===== src/rtl/bf_pkg.sv =====
// bf_pkg: shared widths, opcode constants and FSM state type for the Brainfuck core
package bf_pkg;
  localparam int ADDR_W = 9;
  localparam int DATA_W = 8;
  localparam logic [7:0] OP_INC   = 8'h2B;
  localparam logic [7:0] OP_DEC   = 8'h2D;
  localparam logic [7:0] OP_RIGHT = 8'h3E;
  localparam logic [7:0] OP_LEFT  = 8'h3C;
  localparam logic [7:0] OP_OUT   = 8'h2E;
  localparam logic [7:0] OP_IN    = 8'h2C;
  localparam logic [7:0] OP_LOOP  = 8'h5B;
  localparam logic [7:0] OP_END   = 8'h5D;
  localparam logic [7:0] OP_HALT  = 8'h00;
  typedef enum logic [2:0] {
    S_FETCH, S_EXEC, S_SF_WAIT, S_SF_CHECK, S_SB_WAIT, S_SB_CHECK, S_HALT
  } state_e;
endpackage


===== src/rtl/brainfuck_core.sv =====
// brainfuck_core: multi-cycle Brainfuck interpreter driving an external code ROM and cell RAM
module brainfuck_core
  import bf_pkg::*;
#(
  parameter int ADDR_W = bf_pkg::ADDR_W,
  parameter int DATA_W = bf_pkg::DATA_W
) (
  input  logic              clk,
  input  logic              reset,
  input  logic [DATA_W-1:0] code_out,
  input  logic [DATA_W-1:0] data_in,
  output logic [ADDR_W-1:0] addr_code,
  output logic [ADDR_W-1:0] addr_array,
  output logic [DATA_W-1:0] data_out,
  output logic              write_rq,
  output logic              probe
);
  state_e            state_q;
  logic [ADDR_W-1:0] pc_q, dp_q;
  logic [8:0]        depth_q, depth_d;
  logic [DATA_W-1:0] dout_q, data_d;
  logic              is_exec, zero, fwd;
  // write_rq/probe must be live during EXEC itself so the RAM write lands before the next FETCH read
  always_comb begin
    is_exec    = state_q == S_EXEC;
    zero       = data_in == '0;
    fwd        = state_q == S_SF_CHECK;
    write_rq   = is_exec && (code_out == OP_INC || code_out == OP_DEC);
    probe      = is_exec && code_out == OP_OUT;
    data_d     = code_out == OP_INC ? data_in + 1'b1 : code_out == OP_DEC ? data_in - 1'b1 : data_in;
    data_out   = (write_rq || probe) ? data_d : dout_q;
    depth_d    = code_out == (fwd ? OP_LOOP : OP_END) ? depth_q + 9'd1 :
                 code_out == (fwd ? OP_END : OP_LOOP) ? depth_q - 9'd1 : depth_q;
    addr_code  = pc_q;
    addr_array = dp_q;
  end
  always_ff @(posedge clk) begin
    if (!reset) begin
      state_q <= S_FETCH;
      pc_q    <= '0;
      dp_q    <= '0;
      depth_q <= '0;
      dout_q  <= '0;
    end else begin
      case (state_q)
        S_FETCH: state_q <= S_EXEC;
        S_EXEC: begin
          if (write_rq || probe) dout_q <= data_d;
          depth_q <= 9'd1;
          dp_q    <= code_out == OP_RIGHT ? dp_q + 1'b1 : code_out == OP_LEFT ? dp_q - 1'b1 : dp_q;
          pc_q    <= code_out == OP_HALT ? pc_q : (code_out == OP_END && !zero) ? pc_q - 1'b1 : pc_q + 1'b1;
          state_q <= code_out == OP_HALT ? S_HALT :
                     (code_out == OP_LOOP && zero) ? S_SF_WAIT :
                     (code_out == OP_END && !zero) ? S_SB_WAIT : S_FETCH;
        end
        S_SF_WAIT: state_q <= S_SF_CHECK;
        S_SB_WAIT: state_q <= S_SB_CHECK;
        S_SF_CHECK: begin
          depth_q <= depth_d;
          pc_q    <= pc_q + 1'b1;
          state_q <= depth_d == '0 ? S_FETCH : S_SF_WAIT;
        end
        S_SB_CHECK: begin
          depth_q <= depth_d;
          pc_q    <= depth_d == '0 ? pc_q + 1'b1 : pc_q - 1'b1;
          state_q <= depth_d == '0 ? S_FETCH : S_SB_WAIT;
        end
        S_HALT: state_q <= S_HALT;
        default: state_q <= S_FETCH;
      endcase
    end
  end
endmodule


===== config.mk =====
export PLATFORM = sky130hd
export DESIGN_NAME = brainfuck_core
export DESIGN_NICKNAME = d
export VERILOG_FILES = /design/src/rtl/bf_pkg.sv /design/src/rtl/brainfuck_core.sv
export SDC_FILE = /design/constraint.sdc
export NUM_CORES = 1
export LEC_CHECK = 0
export ABC_AREA = 1
export CELL_PAD_IN_SITES_DETAIL_PLACEMENT = 2
export CELL_PAD_IN_SITES_GLOBAL_PLACEMENT = 2
export CORE_MARGIN = 2
export CORE_UTILIZATION = 30
export DETAILED_ROUTE_END_ITERATION = 6
export PLACE_DENSITY = 0.78
export SYNTH_ARGS = -nofsm -noshare
export SYNTH_HDL_FRONTEND = slang
export SYNTH_SLANG_ARGS = --single-unit

===== constraint.sdc =====
create_clock -name clk -period 3.74 [get_ports clk]
set_clock_uncertainty 0.15 [all_clocks]
set_input_delay 0.374 -clock clk [delete_from_list [all_inputs] [get_ports clk]]
set_output_delay 0.374 -clock clk [all_outputs]
set_load 0.02 [all_outputs]

==> flow_metrics.py <==
metrics = {
    "outcome": {
        "outcome": "finished, final reports clean",
    },
    "critical_path": {
        "cp_num_buf_inv": 3,
        "r2r_setup_slack_ps": 720,
        "crit-reg2reg-launch": "state_q[0]",
        "cp.required_ps": 3220,
        "criticalPathCategory": "input pin to output port",
        "critical_path.startpoint_type": "input pin",
        "worstPathArrival_ps": 2920,
        "reg2regPathDepth": 9,
        "cp_max_fo": 4,
        "worst_path_max_delay_cell": "sky130_fd_sc_hd__clkdlybuf4s50_1",
        "cpPeakStageDelay_ps": 640,
        "r2r_endpoint": "addr_code[1]",
        "path_cells": "clkdlybuf4s50_1 -> nand2_1 -> nor3_2 -> inv_1 -> nor2_2 -> nand3_1 -> o32ai_1 -> xor2_1 -> nand2_1 -> o21ai_0 -> clkdlybuf4s50_1",
        "end_kind": "output port",
        "worst_path_dominant_cell_family": "buffers and inverters",
    },
    "hold_path": {
        "hold-path-endpoint": "addr_code[0]",
        "min_delay_path_depth": 1,
        "worstHoldStart": "addr_code[0]",
        "hold_path_class": "flop to flop",
    },
    "die": {
        "placementRows": 39,
        "die_h_um": 111,
        "num_ports": 46,
        "overall_die_width_um": 111,
        "effective_utilization_at_floorplan": 0.306,
        "floorplan.core_area_um2": 11300,
        "fp.dieArea_um2": 12400,
    },
    "finish": {
        "final.fill_count": 1421,
        "areaGrowthSynthToFinish_pct": 23.3,
        "design.final.nets": 638,
        "final_cell_area_um2": 4270,
        "post_route_cells_drive_above_1_share": 0.0858,
        "fin_util": 0.377,
        "insertedDiodeCount": 0,
    },
    "logic_synthesis": {
        "ys_async_sr_fraction": 0,
        "synth_edf_count": 0,
        "syn-instance-count": 556,
        "synth-warning-count": 0,
        "synthesis.area_per_instance_um2": 6.22,
        "synthDominantCellAreaShare": 0.220,
        "number_of_storage_elements_in_the_synthesis_netlist": 38,
        "synth.cells.most_frequent": "sky130_fd_sc_hd__nand2_1, sky130_fd_sc_hd__inv_1, sky130_fd_sc_hd__nor2_1, sky130_fd_sc_hd__nand3_1, sky130_fd_sc_hd__dfxtp_1",
        "mappedNetlistArea_um2": 3460,
        "netlist_top_cells_area": "sky130_fd_sc_hd__dfxtp_1, sky130_fd_sc_hd__nand2_1, sky130_fd_sc_hd__inv_1",
        "synthMostInstantiatedCell": "sky130_fd_sc_hd__nand2_1",
        "synth_area_leader_cell": "sky130_fd_sc_hd__dfxtp_1",
        "dominantRegCellSynth": "sky130_fd_sc_hd__dfxtp_1",
        "synth_nets": 589,
        "synth.lib_cells_used.distinct": 45,
        "sequential_area_share_after_synthesis": 0.220,
    },
    "clocking": {
        "ctsRootBufferMaster": "sky130_fd_sc_hd__clkbuf_16",
        "cts.sinks": 38,
        "clk_path_buf_depth": 2,
        "cts.reportedPaths.clkPinSlew_ps": 60,
        "cts_post_setup_buffers_inserted": 0,
        "worstSkewPairLatency_ps": 290,
        "inserted_clock_buffers": 5,
        "tritoncts_clock_tree": "yes",
        "cts-htree-levels": 2,
    },
    "sta": {
        "final.period_utilization": 0.921,
        "clock.fmax_mhz": 290,
        "slew_viol_final": 0,
        "worst-slew-pin-transition_ps": 1190,
        "final-hold-violation-count": 0,
        "setup_tns_ps": 0,
        "maxSlewHeadroom": 0.205,
        "period_minus_slack_ps": 3440,
        "setup_viol": 0,
    },
    "placed_design": {
        "dp_hpwl_um": 9460,
        "placedInstanceArea_um2": 4100,
        "gp_congestion": 0.859,
        "numPortBuffers": 45,
    },
    "global_route": {
        "grt_start_max_net_pins": 23,
        "grt_antenna_before_repair": 0,
        "gr-usage-all-layers": 0.201,
        "grt_first_pass_wirelength_um": 20700,
        "first_global_vias": 4275,
        "globalRouteOverflowTotal": 0,
    },
    "detailed_routing": {
        "routed_via_density": 5.11,
        "detail_route.iter0.violations": 105,
        "drcViolationCount": 0,
        "route.detailed.wl_per_inst_um": 16.2,
        "ant_nets": 0,
        "drt_wl_total_um": 12200,
        "vias": 3826,
        "drt_pre_antenna_iters": 4,
    },
    "power": {
        "post-layout-total-power_w": 0.00111,
        "powerDensity_nw_per_um2": 259,
        "power.leakage_nw": 1.95,
        "vdd_ir_drop_max_uv": 158,
    },
    "flow_run": {
        "maxCapViolations": 0,
    },
}
[worst register-to-register path, stage by stage, from the launching register on]
cell and delay [ps]:
sky130_fd_sc_hd__dfxtp_1 460, sky130_fd_sc_hd__inv_1 160, sky130_fd_sc_hd__nor2_1 140, sky130_fd_sc_hd__clkinv_1 260, sky130_fd_sc_hd__nor2_1 990, sky130_fd_sc_hd__o31ai_1 210
sky130_fd_sc_hd__a31oi_1 220, sky130_fd_sc_hd__nand2_1 90, sky130_fd_sc_hd__nor2_1 180, sky130_fd_sc_hd__nor2_1 50
[cell type report]
type | instances | area [um^2] | share of cell area
Clock buffer | 6 | 139 | 0.0325
Inverter | 86 | 323 | 0.0756
Clock inverter | 2 | 12.5 | 0.00293
Tap cell | 143 | 179 | 0.0419
Timing Repair Buffer | 57 | 546 | 0.128
Sequential cell | 38 | 761 | 0.178
Multi-Input combinational cell | 417 | 2310 | 0.541
[power breakdown]
part / total [W] / switching (W) / internal, W
sequential: 0.000430 / 0.0000155 / 0.000415
combinational: 0.000224 / 0.000140 / 0.0000844
clock: 0.000452 / 0.000187 / 0.000264
total: 0.00111 / 0.000343 / 0.000763
[cell families after synthesis]
family	Yosys count	share of synthesized area
xor+xnor	25	0.0654
compound gates	91	0.153
fa+ha+maj	15	0.0564
buf+inv	101	0.117
flops	38	0.220
simple gates	286	0.389
[worst max path at each step]
| stage | from | to | slack, ps | depth (start not counted) |
|---|---|---|---|---|
| 3_3_place_gp | code_out[1] | data_out[3] | 100 | 13 |
| 3_5_place_dp | code_out[3] | addr_array[7] | -80 | 20 |
| 2_1_floorplan | code_out[2] | addr_array[7] | 980 | 19 |
| 5_1_grt | code_out[3] | addr_array[7] | -8 | 20 |
| 4_1_cts | code_out[1] | data_out[3] | 90 | 13 |
| 6_report | code_out[0] | data_out[6] | 300 | 11 |
[metal layers]
metal,vias to the layer above,share of wire,GRT usage
li1,1907,-,-
met1,1874,0.48,0.259
met2,38,0.49,0.355
met3,7,0.025,0.0338
met4,0,0.0093,0.0444
met5,-,0,0
[what timing repair did]
action / 4_1_cts / 5_1_grt
hold endpoints to repair: 0 / 0
resized for setup: 1 / 5
cloned: 0 / 0
hold buffers: 0 / 0
setup endpoints to repair: 1 / 5
[cells in the final DEF, fill, tap and decap left out, types with 5 or more instances in the layout]
cell type | Yosys | final
sky130_fd_sc_hd__buf_4 | 3 | 12
sky130_fd_sc_hd__nand2_2 | 7 | 7
sky130_fd_sc_hd__nand2_1 | 113 | 113
sky130_fd_sc_hd__clkdlybuf4s50_1 | 0 | 43
sky130_fd_sc_hd__ha_1 | 14 | 14
sky130_fd_sc_hd__o21ai_0 | 32 | 32
sky130_fd_sc_hd__dfxtp_1 | 38 | 38
sky130_fd_sc_hd__inv_1 | 83 | 82
sky130_fd_sc_hd__nand4_1 | 16 | 16
sky130_fd_sc_hd__a21oi_1 | 32 | 32
sky130_fd_sc_hd__clkbuf_16 | 0 | 5
sky130_fd_sc_hd__nand3_1 | 46 | 46
sky130_fd_sc_hd__nor3_1 | 15 | 13
sky130_fd_sc_hd__nor2_1 | 67 | 66
sky130_fd_sc_hd__xor2_1 | 21 | 21
[state kept, by name, indices dropped and copies added, names as in the netlist]
name        count
addr_code       9
dout_q          8
depth_q         9
state_q         3
addr_array      9
[metrics by stage]
| stage | cells | worst slack, ps | hold WS [ps] |
|---|---|---|---|
| 2_1_floorplan | 556 | 984 | 350 |
| 3_3_place_gp | 741 | 95.8 | 350 |
| 3_5_place_dp | 741 | -77.3 | 361 |
| 4_1_cts | 749 | 94.9 | 380 |
| 5_1_grt | 749 | -7.52 | 400 |
| 6_report | 749 | 296 | 369 |
(Power assumes the default switching activity.)
